$ cat src/rtl/fsm_step_ctrl.sv
// fsm_step_ctrl
// Sequencing controller for the five-step pattern FSM (step index 0..4,
// step 4 terminal). Two requesters share the pattern FSM through a
// round-robin arbiter. Each granted request runs one command to
// completion, then done pulses for one cycle.
//
// Commands: 00 ADVANCE n steps, 01 HOLD n cycles, 10 RESTART,
//           11 reserved (runs as HOLD).
//
// Ports:
//   clk, rst            clock, synchronous active-high reset
//   req_x/cmd_x/cnt_x   requester x (a or b): request, command, count
//   fsm_num             current step index reported by the pattern FSM
//   gnt_a/gnt_b         requester owns the pattern FSM (never both high)
//   done_a/done_b       one-cycle completion pulse to the owner
//   pause/restart       registered controls to the pattern FSM
//   goto_third          combinational; wraps step 4 back to step 2
//   busy                high in GRANT, EXEC and DONE
//   err                 sticky: illegal fsm_num (5..7) seen while advancing
//
// Handshake: a requester raises req_x with cmd_x/cnt_x stable and keeps it
// high until it sees done_x. It must drop req_x in the cycle after done_x;
// a req_x still high when IDLE samples again is taken as a new request.
// Requests are sampled only in IDLE, so cmd/cnt may change once granted.
module fsm_step_ctrl #(
  parameter int unsigned CNT_W      = 4,
  parameter bit          IDLE_PAUSE = 1'b1
) (
  input  logic             clk,
  input  logic             rst,
  input  logic             req_a,
  input  logic [1:0]       cmd_a,
  input  logic [CNT_W-1:0] cnt_a,
  input  logic             req_b,
  input  logic [1:0]       cmd_b,
  input  logic [CNT_W-1:0] cnt_b,
  input  logic [2:0]       fsm_num,
  output logic             gnt_a,
  output logic             gnt_b,
  output logic             done_a,
  output logic             done_b,
  output logic             pause,
  output logic             restart,
  output logic             goto_third,
  output logic             busy,
  output logic             err
);

  typedef enum logic [2:0] {
    S_IDLE    = 3'd0,
    S_GRANT   = 3'd1,
    S_EXEC    = 3'd2,
    S_RECOVER = 3'd3,
    S_DONE    = 3'd4
  } state_e;

  typedef enum logic [1:0] {
    CMD_ADV     = 2'b00,
    CMD_HOLD    = 2'b01,
    CMD_RESTART = 2'b10
  } cmd_e;

  // owner encoding: 0 = requester A, 1 = requester B
  state_e           state_q, state_d;
  logic             owner_q, owner_d;
  logic             last_q, last_d;
  cmd_e             cmd_q, cmd_d;
  logic [CNT_W-1:0] remain_q, remain_d;
  logic             err_q, err_d;

  logic gnt_a_d, gnt_b_d, done_a_d, done_b_d, pause_d, restart_d, busy_d;

  logic [1:0]       sel_cmd;
  logic [CNT_W-1:0] sel_cnt;
  logic             sel_owner;
  logic             fsm_bad;

  assign fsm_bad = (fsm_num > 3'd4);

  // Tie goes to whoever was not served last; a lone request wins outright.
  always_comb begin
    sel_owner = 1'b0;
    if (req_a && req_b) begin
      sel_owner = ~last_q;
    end else if (req_b) begin
      sel_owner = 1'b1;
    end
    sel_cmd = sel_owner ? cmd_b : cmd_a;
    sel_cnt = sel_owner ? cnt_b : cnt_a;
  end

  // Next state and next registered outputs.
  always_comb begin
    state_d  = state_q;
    owner_d  = owner_q;
    last_d   = last_q;
    cmd_d    = cmd_q;
    remain_d = remain_q;
    err_d    = err_q;

    case (state_q)
      S_IDLE: begin
        if (req_a || req_b) begin
          owner_d  = sel_owner;
          cmd_d    = (sel_cmd == 2'b11) ? CMD_HOLD : cmd_e'(sel_cmd);
          remain_d = sel_cnt;
          state_d  = S_GRANT;
        end
      end
      S_GRANT: begin
        if (cmd_q == CMD_RESTART) begin
          // restart is a single drive cycle whatever the count says
          remain_d = CNT_W'(1);
          state_d  = S_EXEC;
        end else if (remain_q == '0) begin
          state_d = S_DONE;
        end else if (cmd_q == CMD_ADV && fsm_bad) begin
          // never release pause on an FSM reporting an illegal step
          err_d   = 1'b1;
          state_d = S_RECOVER;
        end else begin
          state_d = S_EXEC;
        end
      end
      S_EXEC: begin
        if (cmd_q == CMD_ADV && fsm_bad) begin
          err_d   = 1'b1;
          state_d = S_RECOVER;
        end else begin
          remain_d = remain_q - CNT_W'(1);
          if (remain_q == CNT_W'(1)) begin
            state_d = S_DONE;
          end
        end
      end
      S_RECOVER: begin
        state_d = S_DONE;
      end
      S_DONE: begin
        last_d  = owner_q;
        state_d = S_IDLE;
      end
      default: begin
        state_d = S_IDLE;
      end
    endcase

    // Outputs are decoded from the state being entered so they line up
    // with that state once registered.
    gnt_a_d   = (state_d != S_IDLE) && !owner_d;
    gnt_b_d   = (state_d != S_IDLE) && owner_d;
    done_a_d  = (state_d == S_DONE) && !owner_d;
    done_b_d  = (state_d == S_DONE) && owner_d;
    busy_d    = (state_d == S_GRANT) || (state_d == S_EXEC) || (state_d == S_DONE);
    restart_d = (state_d == S_RECOVER) ||
                ((state_d == S_EXEC) && (cmd_d == CMD_RESTART));
    if (state_d == S_EXEC) begin
      pause_d = (cmd_d != CMD_ADV);
    end else if (state_d == S_RECOVER) begin
      pause_d = 1'b1;
    end else begin
      pause_d = IDLE_PAUSE;
    end
  end

  always_ff @(posedge clk) begin
    if (rst) begin
      state_q  <= S_IDLE;
      owner_q  <= 1'b0;
      last_q   <= 1'b1;   // B counts as last served, so A wins the first tie
      cmd_q    <= CMD_HOLD;
      remain_q <= '0;
      err_q    <= 1'b0;
      gnt_a    <= 1'b0;
      gnt_b    <= 1'b0;
      done_a   <= 1'b0;
      done_b   <= 1'b0;
      pause    <= IDLE_PAUSE;
      restart  <= 1'b0;
      busy     <= 1'b0;
    end else begin
      state_q  <= state_d;
      owner_q  <= owner_d;
      last_q   <= last_d;
      cmd_q    <= cmd_d;
      remain_q <= remain_d;
      err_q    <= err_d;
      gnt_a    <= gnt_a_d;
      gnt_b    <= gnt_b_d;
      done_a   <= done_a_d;
      done_b   <= done_b_d;
      pause    <= pause_d;
      restart  <= restart_d;
      busy     <= busy_d;
    end
  end

  assign err = err_q;

  // Wrap 4 -> 2 in the same cycle the FSM reports step 4.
  assign goto_third = (state_q == S_EXEC) && (cmd_q == CMD_ADV) && (fsm_num == 3'd4);

endmodule

$ cat config.mk
export PLATFORM = sky130hd
export DESIGN_NAME = fsm_step_ctrl
export DESIGN_NICKNAME = d
export VERILOG_FILES = /design/src/rtl/fsm_step_ctrl.sv
export SDC_FILE = /design/constraint.sdc
export NUM_CORES = 1
export LEC_CHECK = 0
export ABC_CLOCK_PERIOD_IN_PS = 4000
export BUFFER_PORTS_ARGS = -buffer_cell sky130_fd_sc_hd__buf_4
export CAP_MARGIN = 25
export CORE_AREA = 2 2 46 48
export CTS_BUF_LIST = sky130_fd_sc_hd__clkbuf_2 sky130_fd_sc_hd__clkbuf_4 sky130_fd_sc_hd__clkbuf_8
export CTS_CLUSTER_DIAMETER = 150
export CTS_CLUSTER_SIZE = 24
export DETAILED_ROUTE_END_ITERATION = 16
export DIE_AREA = 0 0 48 50
export HOLD_SLACK_MARGIN = 0.08
export PLACE_DENSITY = 0.87
export SYNTH_ARGS = -nofsm -noshare
export SYNTH_HDL_FRONTEND = slang
export SYNTH_SLANG_ARGS = --single-unit
$ cat constraint.sdc
create_clock -name clk -period 4 [get_ports clk]
set_input_delay 0.2 -clock clk [delete_from_list [all_inputs] [get_ports clk]]
set_output_delay 0.2 -clock clk [all_outputs]
set_load 0.01 [all_outputs]
---- Yosys cells after proc, flatten, opt, wreduce, memory -nomap -nowiden ----
Index checks and enable logic that the tools add are counted.
cells by class
  shift-type cells ........................ 0
  add/subtract/negate cells ............... 1
  reductions and logical operators ........ 24
  divide/modulo/power cells ............... 0
  multipliers ............................. 0
  multiplexer cells ....................... 24
  equality and inequality tests ........... 18
  bitwise gates (word level) .............. 2
  magnitude comparators ................... 1
operators with widths
  kind                                               number
  2-to-1 mux 4 bit                                   4
  2-to-1 mux 3 bit                                   5
  == test 3 x 2 -> 1 bit (second input constant)     4
  one-hot mux 3 bit (4 select lines)                 1
  one-hot mux 4 bit (3 select lines)                 1
  inequality test 2 bit (second input constant)      5
  == test 3 bit (second input constant)              3
  logical AND 1 bit                                  9
  2-to-1 mux 1 bit                                   8
  2-to-1 mux 2 bit                                   4
  == test 2 bit (second input constant)              3
  == test 3 x 1 -> 1 bit (second input constant)     2
  nonzero test 3 bit                                 2
  == test 4 x 1 -> 1 bit (second input constant)     1
  logical NOT 4 bit                                  1
  logical OR 1 bit                                   4
  AND reduction 4 bit                                1
  nonzero test 2 bit                                 2
  subtractor 4 x 1 -> 4 bit (second input constant)  1
  > comparator 3 bit (second input constant)         1
  logical NOT 3 bit                                  1
  AND reduction 3 bit                                1
  logical NOT 2 bit                                  1
  NOT 1 bit                                          2
  other kinds (3)                                    3
storage, ports and cells
  memories kept ........................... 0
  RAM bits ................................ 0
  word-level logic and storage cells ...... 83
  register bits ........................... 19
  latch bits .............................. 0
  bits in read-only memories .............. 0
  output and inout bits ................... 9

---- Logic depth before layout (Yosys ltp) ----
Gate-level depths: netlist (run 1).
  depth in word-level cells ............... 10
  depth in mapped cells ................... 7

---- Worst setup path after synthesis (run 1) ----
Ideal clock, no wire load.
  path type ............................... register to register
  start ................................... reg remain_q[0]
  end ..................................... reg pause
  data arrival time ....................... 1.652 ns
  setup slack ............................. 2.214 ns
  cell stages (with the launch flop) ...... 7
  library setup time ...................... 0.134 ns
  period minus slack after synthesis ...... 1.786 ns
  path through ............................ dfxtp_1 -> inv_1 -> ha_1 -> nor3b_1 -> o31ai_1 -> a21oi_1 -> or4b_1
between the ends
  longest elaborated chain between the ends .. 7
ends and longest elaborated chain
  element                                                      RTL line  text
  start, declared                                              68        logic [CNT_W-1:0] remain_q, remain_d;
  start signal, assigned                                       186       remain_q <= remain_d;
  == test 4 x 1 -> 1 bit or logical NOT 4 bit (tied branches)  131, 115
  2-to-1 mux 3 bit (on tied branches)                          131, 115
  2-to-1 mux 3 bit (on tied branches)                          126, 111
  one-hot mux 3 bit (4 select lines) *                         101       case (state_q)
  == test 3 x 2 -> 1 bit *                                     157       if (state_d == S_EXEC) begin
  NOT 1 bit (no source line) *                                 --
  OR reduction 2 bit (no source line) *                        --
  end signal, assigned                                         192       pause <= pause_d;
  end, declared                                                42        output logic pause,
Every way passes the cells marked *; elsewhere a longest branch is shown, timed or not.
A chain may end at the register's enable or synchronous reset.

---- Worst setup path after layout (run 1) ----
Same ends and word-level chain as after synthesis.

==> flow_summary.html, run 1 <==
<table>
<tr><th>Metric</th><th>Value</th></tr>
<tr><th colspan="2">Drt</th></tr>
<tr><td>Antenna-violating nets left</td><td>0</td></tr>
<tr><td>Via count</td><td>962</td></tr>
<tr><td>Detailed-router iteration count before antenna repair</td><td>4</td></tr>
<tr><td>DR iter-0 viols</td><td>20</td></tr>
<tr><td>Routed len/inst</td><td>13.69 µm</td></tr>
<tr><td>Number of design rule violations left after detail routing</td><td>0</td></tr>
<tr><td>Vias per inst</td><td>between 5 and 6</td></tr>
<tr><td>Detailed-route wire length</td><td>2314 µm</td></tr>
<tr><th colspan="2">Clocking</th></tr>
<tr><td>Hold buffers post-CTS</td><td>0</td></tr>
<tr><td>Cell chosen for the clock root</td><td>sky130_fd_sc_hd__clkbuf_4</td></tr>
<tr><td>Count of buffers added by post-CTS timing repair for setup</td><td>0</td></tr>
<tr><td>Clk buf depth</td><td>2</td></tr>
<tr><td>H-tree levels</td><td>1</td></tr>
<tr><td>Clock tree from TritonCTS</td><td>yes</td></tr>
<tr><td>Clock Pin Slew Worst Setup and Hold Paths</td><td>around 110 ps</td></tr>
<tr><td>Clk sink count</td><td>19</td></tr>
<tr><td>Number of CTS-inserted buffers</td><td>3</td></tr>
<tr><td>Worst-Skew Late Latency</td><td>between 200 and 300 ps</td></tr>
<tr><td>PostCTS Resize Cnt</td><td>0</td></tr>
<tr><th colspan="2">Timing</th></tr>
<tr><td>Post-layout worst setup margin</td><td>between 1500 and 2000 ps</td></tr>
<tr><td>Final setup violation count</td><td>0</td></tr>
<tr><td>Worst slew pin tran</td><td>744.8 ps</td></tr>
<tr><td>Headroom to the max-slew limit</td><td>0.5024</td></tr>
<tr><td>Clock period minus final worst setup slack</td><td>between 2000 and 2500 ps</td></tr>
<tr><td>Achievable Freq</td><td>0.4767 GHz</td></tr>
<tr><td>Worst clock skew on the final layout</td><td>about 6.3 ps</td></tr>
<tr><td>Aggregate negative setup slack</td><td>0 ps</td></tr>
<tr><td>Share of the cycle needed by the critical path after routing</td><td>0.5245</td></tr>
<tr><td>Worst hold slack</td><td>219.4 ps</td></tr>
<tr><td>Total count of hold-check failures in the final report</td><td>0</td></tr>
<tr><td>Unrepaired setup endpoints after global routing</td><td>false</td></tr>
<tr><td>Final Max Tran Viols</td><td>0</td></tr>
<tr><th colspan="2">Final layout</th></tr>
<tr><td>P&amp;R area growth vs syn</td><td>21.01%</td></tr>
<tr><td>Net count, final</td><td>approximately 160</td></tr>
<tr><td>Filler cell count in the final layout</td><td>173</td></tr>
<tr><td>Number of flip-flops in the largest register</td><td>4</td></tr>
<tr><td>Antenna diodes</td><td>0</td></tr>
<tr><td>Register with the highest flop count</td><td>remain_q</td></tr>
<tr><td>Largest registers in the final layout</td><td>remain_q x4, state_q x3, cmd_q x2</td></tr>
<tr><td>Layout cells sized above 1</td><td>0.2817</td></tr>
<tr><th colspan="2">Die</th></tr>
<tr><td>Die Ht</td><td>50 µm</td></tr>
<tr><td>Standard-cell rows</td><td>16</td></tr>
<tr><td>Die ar.</td><td>2400 µm²</td></tr>
<tr><td>Effective utilization at floorplan</td><td>0.5480</td></tr>
<tr><td>Num ports</td><td>28</td></tr>
<tr><td>Core region area</td><td>roughly 1900 µm²</td></tr>
<tr><td>Die Wd</td><td>48 µm</td></tr>
<tr><th colspan="2">Flow run</th></tr>
<tr><td>Count of maximum capacitance violations</td><td>0</td></tr>
<tr><th colspan="2">Synth</th></tr>
<tr><td>Netlist cell types</td><td>48</td></tr>
<tr><td>Syn nets</td><td>between 100 and 150</td></tr>
<tr><td>Top flip-flop cell by instance count after synthesis</td><td>sky130_fd_sc_hd__dfxtp_1</td></tr>
<tr><td>Count of flip-flops with a built-in enable after synthesis</td><td>0</td></tr>
<tr><td>Cell area after technology mapping</td><td>between 1000 and 1500 µm²</td></tr>
<tr><td>Post-Synthesis Cells</td><td>118</td></tr>
<tr><td>Yosys warnings</td><td>0</td></tr>
<tr><td>Post-Syn Area per Cell</td><td>8.833 µm²</td></tr>
<tr><td>Flop and latch count out of synthesis</td><td>19</td></tr>
<tr><td>Share of async-settable or async-resettable flops after synthesis</td><td>0</td></tr>
<tr><td>Sequential-to-total area share from yosys stat</td><td>0.3649</td></tr>
<tr><th colspan="2">Setup path</th></tr>
<tr><td>Required time of the worst setup path</td><td>4170 ps</td></tr>
<tr><td>Critical path peak fanout</td><td>5</td></tr>
<tr><td>Worst EP arrival</td><td>about 2300 ps</td></tr>
<tr><td>Critical path startpoint category</td><td>register</td></tr>
<tr><td>Critical path endpoint category</td><td>register</td></tr>
<tr><td>Type of the worst setup path</td><td>register to register</td></tr>
<tr><th colspan="2">Global routing</th></tr>
<tr><td>Initial antenna violation count</td><td>0</td></tr>
<tr><td>GR Overflow Total</td><td>0</td></tr>
<tr><td>Global-route usage over all layers</td><td>0.2276</td></tr>
<tr><td>Number of global-route vias before repair</td><td>around 930</td></tr>
<tr><td>First-pass GRT wire length</td><td>3995 µm</td></tr>
<tr><td>Maximum number of pins on one net before global-route repair</td><td>21</td></tr>
<tr><th colspan="2">Placement</th></tr>
<tr><td>Last weighted congestion value of the routability-driven placer</td><td>around 0.9</td></tr>
<tr><td>Number of buffers added on ports</td><td>27</td></tr>
<tr><td>Post-place setup slack</td><td>1941 ps</td></tr>
<tr><td>Detailed-placement wirelength estimate</td><td>1823 µm</td></tr>
<tr><th colspan="2">Pwr</th></tr>
<tr><td>Leakage</td><td>slightly above 0.5 nW</td></tr>
<tr><td>Power density over cell area</td><td>between 400 and 500 nW/µm²</td></tr>
<tr><td>Peak supply drop</td><td>0.0003378 V</td></tr>
<tr><td>Final Total Pwr</td><td>0.0005640 W</td></tr>
<tr><th colspan="2">Run status</th></tr>
<tr><td>Outcome</td><td>finished clean</td></tr>
<tr><th colspan="2">Min path</th></tr>
<tr><td>Worst hold-check path type</td><td>input pin to register</td></tr>
</table>
==> where the power goes <==
part / total [W] / leakage [nW] / internal, W / switching, W
clock: 0.0000938 / 0.0177 / 0.0000372 / 0.0000567
sequential: 0.000249 / 0.156 / 0.000220 / 0.0000292
combinational: 0.000221 / 0.330 / 0.000103 / 0.000119
total: 0.000564 / 0.504 / 0.000360 / 0.000204
==> synthesized netlist by cell type, drive strengths merged (2+ instances only) <==
| master | number | area (µm²) |
|---|---|---|
| dfxtp | 19 | 380.4 |
| nor2 | 16 | 60.06 |
| a21oi | 8 | 43.79 |
| inv | 7 | 26.28 |
| nor3b | 5 | 37.54 |
| clkbuf | 4 | 15.01 |
| mux2 | 4 | 45.04 |
| nor3 | 4 | 20.02 |
| or3b | 4 | 37.54 |
| a31oi | 3 | 18.77 |
| buf | 3 | 30.03 |
| nor2b | 3 | 18.77 |
| o21ai | 3 | 15.01 |
| a211oi | 2 | 15.01 |
| a21boi | 2 | 15.02 |
| a31o | 2 | 17.52 |
| ha | 2 | 25.02 |
| o311ai | 2 | 25.03 |
| o32ai | 2 | 17.52 |
| or3 | 2 | 12.51 |
==> logic make-up (layout without fill, tap and decap cells) <==
logic type | count (synthesis) | after routing | synth area share
AOI/OAI and AO/OA | 36 | 36 | 0.2593
adders and majority gates | 2 | 2 | 0.02401
buffers and inverters | 14 | 38 | 0.06843
DFF | 19 | 19 | 0.3649
muxes | 4 | 4 | 0.04321
and+or+nand+nor | 43 | 43 | 0.2401
==> through the flow <==
step	utilization	area (µm²)	cells
final	0.6632	1261	169
after global routing	0.6632	1261	169
after detailed placement	0.6487	1234	165
after CTS	0.6632	1261	169
after floorplan	-	1042	118
after global placement	0.6487	1234	165
==> cell type report <==
type                            instances  area [µm²]  area share
Sequential cell                        19       380.4      0.3016
Multi-Input combinational cell         85       590.6      0.4683
Clock buffer                            3       22.52     0.01786
Timing Repair Buffer                   27       202.7      0.1607
Clock inverter                          1       5.005    0.003968
Inverter                                7       26.28     0.02083
Tap cell                               27       33.78     0.02679
==> placed cells by master (no fill, tap or decap), types with 2 or more instances in the layout <==
cell / Yosys / routed
sky130_fd_sc_hd__nor3b_1: 5 / 5
sky130_fd_sc_hd__o21ai_0: 3 / 3
sky130_fd_sc_hd__mux2_2: 4 / 4
sky130_fd_sc_hd__a31oi_1: 3 / 3
sky130_fd_sc_hd__inv_1: 7 / 7
sky130_fd_sc_hd__or3_1: 2 / 2
sky130_fd_sc_hd__nor3_1: 4 / 4
sky130_fd_sc_hd__or3b_1: 2 / 2
sky130_fd_sc_hd__buf_4: 1 / 27
sky130_fd_sc_hd__a211oi_1: 2 / 2
sky130_fd_sc_hd__clkbuf_4: 0 / 3
sky130_fd_sc_hd__o32ai_1: 2 / 2
sky130_fd_sc_hd__nor2_1: 16 / 16
sky130_fd_sc_hd__a21oi_1: 7 / 7
sky130_fd_sc_hd__dfxtp_1: 19 / 19
sky130_fd_sc_hd__nor2b_1: 3 / 3
sky130_fd_sc_hd__ha_1: 2 / 2
==> path summary, 6_finish.rpt <==
check	start	endpoint	slack, ps	cells after the start
setup / recovery	remain_q[0]	pause	1900	6
hold / removal	rst	owner_q	220	2
hold reg to reg	err	err	510	2
setup reg to reg	remain_q[0]	pause	1900	6
==> worst max-delay path, stage by stage, from the launching register on <==
cell and delay, ps:
sky130_fd_sc_hd__dfxtp_1 360, sky130_fd_sc_hd__inv_1 90, sky130_fd_sc_hd__ha_1 210, sky130_fd_sc_hd__nor3b_1 460
sky130_fd_sc_hd__o31ai_1 160, sky130_fd_sc_hd__a21oi_1 240, sky130_fd_sc_hd__or4b_1 450
==> per-layer routing <==
layer | vias to the layer above | wire length (µm) | track usage | share of wire
met5 | - | 0 | 0 | 0
met4 | 0 | 14 | 0.04054 | 0.0061
met3 | 2 | 104 | 0.06960 | 0.045
met2 | 30 | 1206 | 0.3756 | 0.52
met1 | 442 | 988 | 0.2857 | 0.43
li1 | 488 | - | - | -
(Power assumes the default switching activity.)
==> inputs of run 2 (changes only) <==
==> config.mk (replaced) <==
export PLATFORM = sky130hd
export DESIGN_NAME = fsm_step_ctrl
export DESIGN_NICKNAME = d
export VERILOG_FILES = /design/src/rtl/fsm_step_ctrl.sv
export SDC_FILE = /design/constraint.sdc
export NUM_CORES = 1
export LEC_CHECK = 0
export ABC_AREA = 1
export ABC_CLOCK_PERIOD_IN_PS = 1810
export BUFFER_PORTS_ARGS = -buffer_cell sky130_fd_sc_hd__buf_4
export CAP_MARGIN = 25
export CORE_AREA = 2 2 51 53
export CTS_BUF_LIST = sky130_fd_sc_hd__clkbuf_2 sky130_fd_sc_hd__clkbuf_4 sky130_fd_sc_hd__clkbuf_8
export CTS_CLUSTER_DIAMETER = 150
export CTS_CLUSTER_SIZE = 24
export DETAILED_ROUTE_END_ITERATION = 16
export DIE_AREA = 0 0 53 55
export HOLD_SLACK_MARGIN = 0.08
export PLACE_DENSITY = 0.77
export SYNTH_ARGS = -nofsm -noshare
export SYNTH_HDL_FRONTEND = slang
export SYNTH_SLANG_ARGS = --single-unit
==> constraint.sdc (replaced) <==
create_clock -name clk -period 1.81 [get_ports clk]
set_input_delay 0.0905 -clock clk [delete_from_list [all_inputs] [get_ports clk]]
set_output_delay 0.0905 -clock clk [all_outputs]
set_load 0.01 [all_outputs]
==> run 2 against run 1 <==
  * Global-route usage decreased by 2.9 points
  * Setup slack got worse by 1500 ps
  * Worst hold slack got worse by 65 ps
  * Core utilization decreased by 9.5 points
  * Sequential cell count unchanged
  * Register-to-register slack got worse by 1500 ps
  * Maximum frequency increased by 50%
  * Count of clock-buffer cells in the layout increased by 1
  * First-iteration DRC count decreased by 35%
==> flow_summary.html, run 2 <==
<table>
<tr><th>Metric</th><th>Value</th></tr>
<tr><th colspan="2">Final layout</th></tr>
<tr><td>Largest registers in the final layout</td><td>remain_q x4, state_q x3, cmd_q x2</td></tr>
<tr><td>P&amp;R area growth vs syn</td><td>26.35%</td></tr>
<tr><td>Antenna diodes</td><td>0</td></tr>
<tr><td>Net count, final</td><td>215</td></tr>
<tr><td>Final core utilization</td><td>0.5683</td></tr>
<tr><td>Layout cells sized above 1</td><td>0.2798</td></tr>
<tr><td>Post-layout instance count excluding filler cells</td><td>223</td></tr>
<tr><td>Most common cell after layout, fill and taps aside</td><td>sky130_fd_sc_hd__nand2_1</td></tr>
<tr><td>Commonest cells after routing, fill and taps aside</td><td>sky130_fd_sc_hd__nand2_1, sky130_fd_sc_hd__buf_4, sky130_fd_sc_hd__nor2_1</td></tr>
<tr><td>Number of flip-flops in the largest register</td><td>4</td></tr>
<tr><td>Register with the highest flop count</td><td>remain_q</td></tr>
<tr><th colspan="2">Setup path</th></tr>
<tr><td>Critical path peak fanout</td><td>5</td></tr>
<tr><td>Worst setup path start</td><td>remain_q[0]</td></tr>
<tr><td>Required time of the worst setup path</td><td>between 2000 and 2500 ps</td></tr>
<tr><td>Number of cells on the critical path</td><td>10</td></tr>
<tr><td>Critical path endpoint category</td><td>register</td></tr>
<tr><td>R2R Path Start</td><td>remain_q[0]</td></tr>
<tr><td>Setup slack of the most critical reg-to-reg path</td><td>410 ps</td></tr>
<tr><td>Type of the worst setup path</td><td>register to register</td></tr>
<tr><td>Worst EP arrival</td><td>1600 ps</td></tr>
<tr><td>Worst setup endpoint</td><td>busy</td></tr>
<tr><td>Worst-path cell with the longest stage delay</td><td>sky130_fd_sc_hd__dfxtp_1</td></tr>
<tr><td>Delay contributed by the slowest stage of the critical path</td><td>350 ps</td></tr>
<tr><td>Count of cells along the worst register-to-register path</td><td>10</td></tr>
<tr><td>Worst path most repeated cell</td><td>sky130_fd_sc_hd__nand2_1</td></tr>
<tr><td>Worst reg2reg path endpoint</td><td>busy</td></tr>
<tr><td>Total buffers and inverters traversed by the critical path</td><td>3</td></tr>
<tr><td>Critical path startpoint category</td><td>register</td></tr>
<tr><td>Sequence of cells on the critical path</td><td>inv_1, ha_1, nand2_1, inv_1, nand3_1, nand3_2, inv_1, nand2_1, nand2_1, nand2_1</td></tr>
<tr><td>Crit path max-delay family</td><td>simple AND/OR/NAND/NOR gates</td></tr>
<tr><th colspan="2">Synth</th></tr>
<tr><td>Yosys warnings</td><td>0</td></tr>
<tr><td>Cell types with the largest area share after synthesis</td><td>sky130_fd_sc_hd__dfxtp_1, sky130_fd_sc_hd__nand2_1, sky130_fd_sc_hd__nor2_1</td></tr>
<tr><td>Cell area after technology mapping</td><td>about 1100 µm²</td></tr>
<tr><td>Post-Syn Area per Cell</td><td>6.606 µm²</td></tr>
<tr><td>Netlist cell types</td><td>20</td></tr>
<tr><td>Flop and latch count out of synthesis</td><td>19</td></tr>
<tr><td>Count of flip-flops with a built-in enable after synthesis</td><td>0</td></tr>
<tr><td>Cell types with the highest counts after synthesis</td><td>sky130_fd_sc_hd__nand2_1, sky130_fd_sc_hd__nor2_1, sky130_fd_sc_hd__dfxtp_1</td></tr>
<tr><td>Leading cell type by number of instances after synthesis</td><td>sky130_fd_sc_hd__nand2_1</td></tr>
<tr><td>Largest area contributor in the netlist</td><td>sky130_fd_sc_hd__dfxtp_1</td></tr>
<tr><td>Syn nets</td><td>between 150 and 200</td></tr>
<tr><td>Top flip-flop cell by instance count after synthesis</td><td>sky130_fd_sc_hd__dfxtp_1</td></tr>
<tr><td>Share of async-settable or async-resettable flops after synthesis</td><td>0</td></tr>
<tr><td>Post-Synthesis Cells</td><td>161</td></tr>
<tr><td>Sequential-to-total area share from yosys stat</td><td>0.3576</td></tr>
<tr><td>Share of Yosys cell area claimed by the top area cell type</td><td>0.3576</td></tr>
<tr><th colspan="2">Timing</th></tr>
<tr><td>Final Max Tran Viols</td><td>0</td></tr>
<tr><td>Worst slew pin tran</td><td>299.0 ps</td></tr>
<tr><td>Share of the cycle needed by the critical path after routing</td><td>0.7707</td></tr>
<tr><td>Total count of hold-check failures in the final report</td><td>0</td></tr>
<tr><td>Final setup violation count</td><td>0</td></tr>
<tr><td>Aggregate negative setup slack</td><td>0 ps</td></tr>
<tr><td>Worst hold slack</td><td>154.5 ps</td></tr>
<tr><td>Achievable Freq</td><td>about 0.72 GHz</td></tr>
<tr><td>Clock period minus final worst setup slack</td><td>1395 ps</td></tr>
<tr><td>Headroom to the max-slew limit</td><td>0.7994</td></tr>
<tr><td>Post-layout worst setup margin</td><td>415.0 ps</td></tr>
<tr><td>Unrepaired setup endpoints after global routing</td><td>false</td></tr>
<tr><td>Worst clock skew on the final layout</td><td>~1.6 ps</td></tr>
<tr><th colspan="2">Run status</th></tr>
<tr><td>Outcome</td><td>finished clean</td></tr>
<tr><th colspan="2">Global routing</th></tr>
<tr><td>GR Overflow Total</td><td>0</td></tr>
<tr><td>Initial antenna violation count</td><td>0</td></tr>
<tr><td>First-pass GRT wire length</td><td>4222 µm</td></tr>
<tr><td>Number of global-route vias before repair</td><td>1026</td></tr>
<tr><td>Global-route usage over all layers</td><td>0.1990</td></tr>
<tr><td>Maximum number of pins on one net before global-route repair</td><td>11</td></tr>
<tr><th colspan="2">Drt</th></tr>
<tr><td>Number of design rule violations left after detail routing</td><td>0</td></tr>
<tr><td>Antenna-violating nets left</td><td>0</td></tr>
<tr><td>Vias per inst</td><td>4.821</td></tr>
<tr><td>Detailed-route wire length</td><td>2422 µm</td></tr>
<tr><td>Routed len/inst</td><td>10.86 µm</td></tr>
<tr><td>Via count</td><td>1075</td></tr>
<tr><td>Detailed-router iteration count before antenna repair</td><td>4</td></tr>
<tr><td>DR iter-0 viols</td><td>13</td></tr>
<tr><th colspan="2">Placement</th></tr>
<tr><td>Cell count after placement</td><td>218</td></tr>
<tr><td>Number of buffers added on ports</td><td>27</td></tr>
<tr><td>Last weighted congestion value of the routability-driven placer</td><td>~0.9</td></tr>
<tr><td>Detailed-placement wirelength estimate</td><td>about 2000 µm</td></tr>
<tr><td>Post-place setup slack</td><td>455.6 ps</td></tr>
<tr><th colspan="2">Die</th></tr>
<tr><td>Core region area</td><td>2365 µm²</td></tr>
<tr><td>Die ar.</td><td>between 2000 and 3000 µm²</td></tr>
<tr><td>Effective utilization at floorplan</td><td>0.4497</td></tr>
<tr><td>Standard-cell rows</td><td>18</td></tr>
<tr><td>Num ports</td><td>28</td></tr>
<tr><td>Die Ht</td><td>55 µm</td></tr>
<tr><td>Die Wd</td><td>roughly 53 µm</td></tr>
<tr><th colspan="2">Min path</th></tr>
<tr><td>Worst hold-check path type</td><td>input pin to register</td></tr>
<tr><th colspan="2">Clocking</th></tr>
<tr><td>H-tree levels</td><td>1</td></tr>
<tr><td>Clock Pin Slew Worst Setup and Hold Paths</td><td>100 ps</td></tr>
<tr><td>Worst-Skew Late Latency</td><td>300 ps</td></tr>
<tr><td>Clk buf depth</td><td>2</td></tr>
<tr><td>Number of CTS-inserted buffers</td><td>3</td></tr>
<tr><td>Clock tree from TritonCTS</td><td>yes</td></tr>
<tr><td>Cell chosen for the clock root</td><td>sky130_fd_sc_hd__clkbuf_4</td></tr>
<tr><td>Clk sink count</td><td>19</td></tr>
<tr><td>Count of buffers added by post-CTS timing repair for setup</td><td>0</td></tr>
<tr><th colspan="2">Flow run</th></tr>
<tr><td>Count of maximum capacitance violations</td><td>0</td></tr>
<tr><th colspan="2">Pwr</th></tr>
<tr><td>Peak supply drop</td><td>0.0007155 V</td></tr>
<tr><td>Leakage</td><td>0.7134 nW</td></tr>
<tr><td>Power density over cell area</td><td>around 1400 nW/µm²</td></tr>
</table>
run 2: metrics by stage:
stage / cell area, µm² / total power [W]
after floorplan: 1064 / 0.001350
after global routing: 1344 / 0.002042
after detailed placement: 1304 / 0.001613
final: 1344 / 0.001843
after CTS: 1344 / 0.001853
after global placement: 1304 / 0.001577
run 2: what timing repair did:
item,CTS,global route
hold endpoints to repair,3,0
resized for setup,0,0
hold buffers,1,0
run 2: logic make-up after synthesis:
group,count (synthesis),synth area share
fa+ha+maj,2,0.02353
simple gates,99,0.4447
compound gates,15,0.07294
flops,19,0.3576
buf+inv,24,0.08470
xor+xnor,2,0.01647
run 2: per-layer routing:
| metal | GRT usage | part of all wire |
|---|---|---|
| met1 | 0.2246 | 0.43 |
| met3 | 0.03226 | 0.042 |
| met4 | 0.08974 | 0.017 |
| met2 | 0.3688 | 0.51 |
| met5 | 0 | 0 |
run 2: worst min path at each step:
stage,start,endpoint,slack [ps],cells past startpoint
detailed placement,rst,state_q[0],320,2
finish,cnt_a[3],remain_q[3],150,5
global placement,rst,state_q[0],310,2
floorplan,rst,state_q[0],160,1
CTS,cnt_a[3],remain_q[3],150,5
global route,cnt_a[3],remain_q[3],220,5
run 2: final cells by class:
type                    count  area [µm²]
clock buffers               4       30.03
fillers                   236        1021
inverters                  24       90.09
multi-input cells         118       593.1
flip-flops and latches     19       380.4
well taps                  30       37.54
repair buffers             28       212.7
run 2: tightest hold or removal path, cell delays in order:
cell and delay, ps:
sky130_fd_sc_hd__buf_4 80, sky130_fd_sc_hd__o21ai_0 60, sky130_fd_sc_hd__o21ai_0 70, sky130_fd_sc_hd__nor2_1 40, sky130_fd_sc_hd__nor2_1 80
run 2: power breakdown:
part	switching, W	leakage [nW]	internal, W
Combinational	0.000610	0.539	0.000374
Sequential	0.0000859	0.156	0.000542
Clock	0.000130	0.0184	0.000101
Total	0.000826	0.713	0.00102
==> inputs of run 3 (changes only) <==
==> config.mk (replaced) <==
export PLATFORM = sky130hd
export DESIGN_NAME = fsm_step_ctrl
export DESIGN_NICKNAME = d
export VERILOG_FILES = /design/src/rtl/fsm_step_ctrl.sv
export SDC_FILE = /design/constraint.sdc
export NUM_CORES = 1
export LEC_CHECK = 0
export ABC_AREA = 1
export ABC_CLOCK_PERIOD_IN_PS = 1300
export BUFFER_PORTS_ARGS = -buffer_cell sky130_fd_sc_hd__buf_4
export CAP_MARGIN = 25
export CORE_AREA = 2 2 48 50
export CTS_BUF_LIST = sky130_fd_sc_hd__clkbuf_2 sky130_fd_sc_hd__clkbuf_4 sky130_fd_sc_hd__clkbuf_8
export CTS_CLUSTER_DIAMETER = 150
export CTS_CLUSTER_SIZE = 24
export DETAILED_ROUTE_END_ITERATION = 16
export DIE_AREA = 0 0 50 52
export HOLD_SLACK_MARGIN = 0.08
export PLACE_DENSITY = 0.82
export SYNTH_ARGS = -nofsm -noshare
export SYNTH_HDL_FRONTEND = slang
export SYNTH_SLANG_ARGS = --single-unit
==> constraint.sdc (replaced) <==
create_clock -name clk -period 1.3 [get_ports clk]
set_input_delay 0.065 -clock clk [delete_from_list [all_inputs] [get_ports clk]]
set_output_delay 0.065 -clock clk [all_outputs]
set_load 0.01 [all_outputs]
==> run 3 against run 2 <==
  * The flow now finishes with violations (negative setup slack)
  * Routed wire length increased by 16%
  * Non-clock buffer count is 7 higher
  * Largest cell class unchanged
  * Die area shrank 11%
  * Highest routed layer unchanged
  * Clock skew is 0.59 ps higher
  * Count of clock-buffer cells in the layout is 1 lower
  * Combinational power increased by 83%
  * Register-to-register slack got worse by 450 ps
==> flow_summary.html, run 3 (synthesis results as in run 2) <==
<table>
<tr><th>Metric</th><th>Value</th></tr>
<tr><th colspan="2">Final layout</th></tr>
<tr><td>Most common cell after layout, fill and taps aside</td><td>sky130_fd_sc_hd__nand2_1</td></tr>
<tr><td>Filler cell count in the final layout</td><td>between 100 and 150</td></tr>
<tr><td>Register with the highest flop count</td><td>remain_q</td></tr>
<tr><td>Number of flip-flops in the largest register</td><td>4</td></tr>
<tr><td>Post-layout instance count excluding filler cells</td><td>228</td></tr>
<tr><td>Net count, final</td><td>between 200 and 250</td></tr>
<tr><td>Antenna diodes</td><td>0</td></tr>
<tr><td>Layout cells sized above 1</td><td>0.4100</td></tr>
<tr><td>Largest registers in the final layout</td><td>remain_q x4, state_q x3, cmd_q x2</td></tr>
<tr><td>Commonest cells after routing, fill and taps aside</td><td>sky130_fd_sc_hd__nand2_1, sky130_fd_sc_hd__buf_4, sky130_fd_sc_hd__nor2_1</td></tr>
<tr><td>Layout Cell Area excl Fill</td><td>1540 µm²</td></tr>
<tr><td>P&amp;R area growth vs syn</td><td>44.82%</td></tr>
<tr><th colspan="2">Placement</th></tr>
<tr><td>Cell count after placement</td><td>219</td></tr>
<tr><td>Last weighted congestion value of the routability-driven placer</td><td>between 0.8 and 0.9</td></tr>
<tr><td>Number of buffers added on ports</td><td>27</td></tr>
<tr><td>Detailed-placement wirelength estimate</td><td>between 1500 and 2000 µm</td></tr>
<tr><td>Area post-placement</td><td>1324 µm²</td></tr>
<tr><th colspan="2">Die</th></tr>
<tr><td>Num ports</td><td>28</td></tr>
<tr><td>Die Wd</td><td>50 µm</td></tr>
<tr><td>Die ar.</td><td>around 2600 µm²</td></tr>
<tr><td>Core region area</td><td>2106 µm²</td></tr>
<tr><td>Die Ht</td><td>52 µm</td></tr>
<tr><td>Standard-cell rows</td><td>17</td></tr>
<tr><td>Effective utilization at floorplan</td><td>0.5051</td></tr>
<tr><th colspan="2">Drt</th></tr>
<tr><td>Antenna-violating nets left</td><td>0</td></tr>
<tr><td>Detailed-route wire length</td><td>2820 µm</td></tr>
<tr><td>DR iter-0 viols</td><td>36</td></tr>
<tr><td>Detailed-router iteration count before antenna repair</td><td>4</td></tr>
<tr><td>Routed len/inst</td><td>12.37 µm</td></tr>
<tr><td>Vias per inst</td><td>5.035</td></tr>
<tr><td>Via count</td><td>1148</td></tr>
<tr><td>Number of design rule violations left after detail routing</td><td>0</td></tr>
<tr><th colspan="2">Setup path</th></tr>
<tr><td>Worst path most repeated cell</td><td>sky130_fd_sc_hd__nand2_1</td></tr>
<tr><td>Delay contributed by the slowest stage of the critical path</td><td>360 ps</td></tr>
<tr><td>Worst setup endpoint</td><td>busy</td></tr>
<tr><td>Critical path peak fanout</td><td>5</td></tr>
<tr><td>Critical path startpoint category</td><td>register</td></tr>
<tr><td>Critical path endpoint category</td><td>register</td></tr>
<tr><td>Count of cells along the worst register-to-register path</td><td>10</td></tr>
<tr><td>Setup slack of the most critical reg-to-reg path</td><td>-40 ps</td></tr>
<tr><td>Worst setup path start</td><td>remain_q[0]</td></tr>
<tr><td>R2R Path Start</td><td>remain_q[0]</td></tr>
<tr><td>Required time of the worst setup path</td><td>approximately 1500 ps</td></tr>
<tr><td>Sequence of cells on the critical path</td><td>inv_1, ha_4, nand2_1, inv_1, nand3_2, nand3_4, inv_2, nand2_1, nand2_1, nand2_1</td></tr>
<tr><td>Type of the worst setup path</td><td>register to register</td></tr>
<tr><td>Worst EP arrival</td><td>1550 ps</td></tr>
<tr><td>Worst reg2reg path endpoint</td><td>busy</td></tr>
<tr><td>Number of cells on the critical path</td><td>10</td></tr>
<tr><td>Crit path max-delay family</td><td>simple AND/OR/NAND/NOR gates</td></tr>
<tr><td>Worst-path cell with the longest stage delay</td><td>sky130_fd_sc_hd__dfxtp_2</td></tr>
<tr><td>Total buffers and inverters traversed by the critical path</td><td>3</td></tr>
<tr><th colspan="2">Timing</th></tr>
<tr><td>Clock period minus final worst setup slack</td><td>1338 ps</td></tr>
<tr><td>Headroom to the max-slew limit</td><td>0.7833</td></tr>
<tr><td>Final Max Tran Viols</td><td>0</td></tr>
<tr><td>Post-layout worst setup margin</td><td>-37.61 ps</td></tr>
<tr><td>Worst slew pin tran</td><td>~320 ps</td></tr>
<tr><td>Total count of hold-check failures in the final report</td><td>0</td></tr>
<tr><td>Share of the cycle needed by the critical path after routing</td><td>1.029</td></tr>
<tr><td>Aggregate negative setup slack</td><td>-51.19 ps</td></tr>
<tr><td>Final setup violation count</td><td>3</td></tr>
<tr><td>Worst clock skew on the final layout</td><td>2.227 ps</td></tr>
<tr><td>Achievable Freq</td><td>between 0.7 and 0.8 GHz</td></tr>
<tr><td>Unrepaired setup endpoints after global routing</td><td>true</td></tr>
<tr><th colspan="2">Run status</th></tr>
<tr><td>Outcome</td><td>finished, violations left</td></tr>
<tr><td>Violations in the final reports</td><td>negative setup slack</td></tr>
<tr><th colspan="2">Clocking</th></tr>
<tr><td>Cell chosen for the clock root</td><td>sky130_fd_sc_hd__clkbuf_4</td></tr>
<tr><td>H-tree levels</td><td>1</td></tr>
<tr><td>Number of CTS-inserted buffers</td><td>3</td></tr>
<tr><td>Clock Pin Slew Worst Setup and Hold Paths</td><td>100 ps</td></tr>
<tr><td>Clock tree from TritonCTS</td><td>yes</td></tr>
<tr><td>Clk buf depth</td><td>2</td></tr>
<tr><td>Worst-Skew Late Latency</td><td>310 ps</td></tr>
<tr><td>Clk sink count</td><td>19</td></tr>
<tr><th colspan="2">Pwr</th></tr>
<tr><td>Power density over cell area</td><td>1964 nW/µm²</td></tr>
<tr><td>Leakage</td><td>0.7781 nW</td></tr>
<tr><td>Peak supply drop</td><td>0.001249 V</td></tr>
<tr><th colspan="2">Min path</th></tr>
<tr><td>Worst Hold Depth</td><td>5</td></tr>
<tr><td>Worst hold-check path type</td><td>input pin to register</td></tr>
<tr><th colspan="2">Flow run</th></tr>
<tr><td>Count of maximum capacitance violations</td><td>0</td></tr>
<tr><th colspan="2">Global routing</th></tr>
<tr><td>Number of global-route vias before repair</td><td>around 1000</td></tr>
<tr><td>First-pass GRT wire length</td><td>roughly 4000 µm</td></tr>
<tr><td>Global-route usage over all layers</td><td>0.2089</td></tr>
<tr><td>Initial antenna violation count</td><td>0</td></tr>
<tr><td>GR Overflow Total</td><td>0</td></tr>
<tr><td>Maximum number of pins on one net before global-route repair</td><td>12</td></tr>
</table>
run 3: cell count changes in the layout (fill, tap and decap cells not counted), moves of 3 or more:
cell	before	now
sky130_fd_sc_hd__nand2_1	41	36
sky130_fd_sc_hd__nand3_1	13	10
sky130_fd_sc_hd__dfxtp_4	0	4
sky130_fd_sc_hd__dfxtp_1	19	14
sky130_fd_sc_hd__inv_4	0	3
sky130_fd_sc_hd__nand3_4	0	5
sky130_fd_sc_hd__nand2_2	4	7
sky130_fd_sc_hd__buf_4	27	34
sky130_fd_sc_hd__nor2_4	2	6
run 3: how the worst min path moves through the flow:
stage | to | slack (ps) | from
after floorplan | state_q[0] | 130 | rst
after global placement | state_q[0] | 280 | rst
final | remain_q[3] | 130 | cnt_a[3]
after global routing | cmd_q[0] | 160 | cmd_b[0]
after detailed placement | state_q[0] | 280 | rst
after CTS | remain_q[3] | 130 | cnt_a[3]
run 3: per-layer routing:
metal,vias up,global-route usage,part of all wire
li1,579,-,-
met1,515,0.2264,0.42
met2,47,0.3662,0.51
met3,7,0.04885,0.051
met4,0,0.1296,0.023
met5,-,0,0
run 3: final cells by class:
| type | count | area (µm²) | share of cell area |
|---|---|---|---|
| Inverter | 24 | 97.59 | 0.06336 |
| Multi-Input combinational cell | 118 | 718.2 | 0.4663 |
| Clock inverter | 1 | 5.005 | 0.003249 |
| Clock buffer | 3 | 22.52 | 0.01462 |
| Sequential cell | 19 | 396.6 | 0.2575 |
| Tap cell | 28 | 35.03 | 0.02275 |
| Timing Repair Buffer | 35 | 265.3 | 0.1722 |
run 3: worst min-delay path: stages:
cell and delay [ps]:
sky130_fd_sc_hd__buf_4 70, sky130_fd_sc_hd__o21ai_0 70, sky130_fd_sc_hd__o21ai_0 70, sky130_fd_sc_hd__nor2_1 40, sky130_fd_sc_hd__nor2_1 80
run 3: power by group:
group          internal [W]  switching, W  leakage (nW)
combinational      0.000740       0.00106         0.602
clock              0.000115      0.000185        0.0177
sequential         0.000775      0.000154         0.158
run 3: through the flow:
| step | setup slack [ps] | utilization | hold WS (ps) | power, W |
|---|---|---|---|---|
| after global placement | 42.53 | 0.6286 | 284.8 | 0.002237 |
| final | -37.61 | 0.7314 | 128.2 | 0.003025 |
| after CTS | 5.334 | 0.6560 | 128.4 | 0.002633 |
| after detailed placement | -37.94 | 0.6286 | 284.6 | 0.002297 |
| after global routing | -96.30 | 0.7314 | 162.8 | 0.003279 |
| after floorplan | 74.01 | - | 134.1 | 0.001880 |
run 3: timing repair:
item / 4_1_cts / 5_1_grt
endpoints found under the hold margin: 5 / 0
setup buffers: 0 / 4
gates resized for setup: 8 / 34
setup endpoints to repair: 5 / 12
hold buffers: 1 / 0
pin swaps: 0 / 8
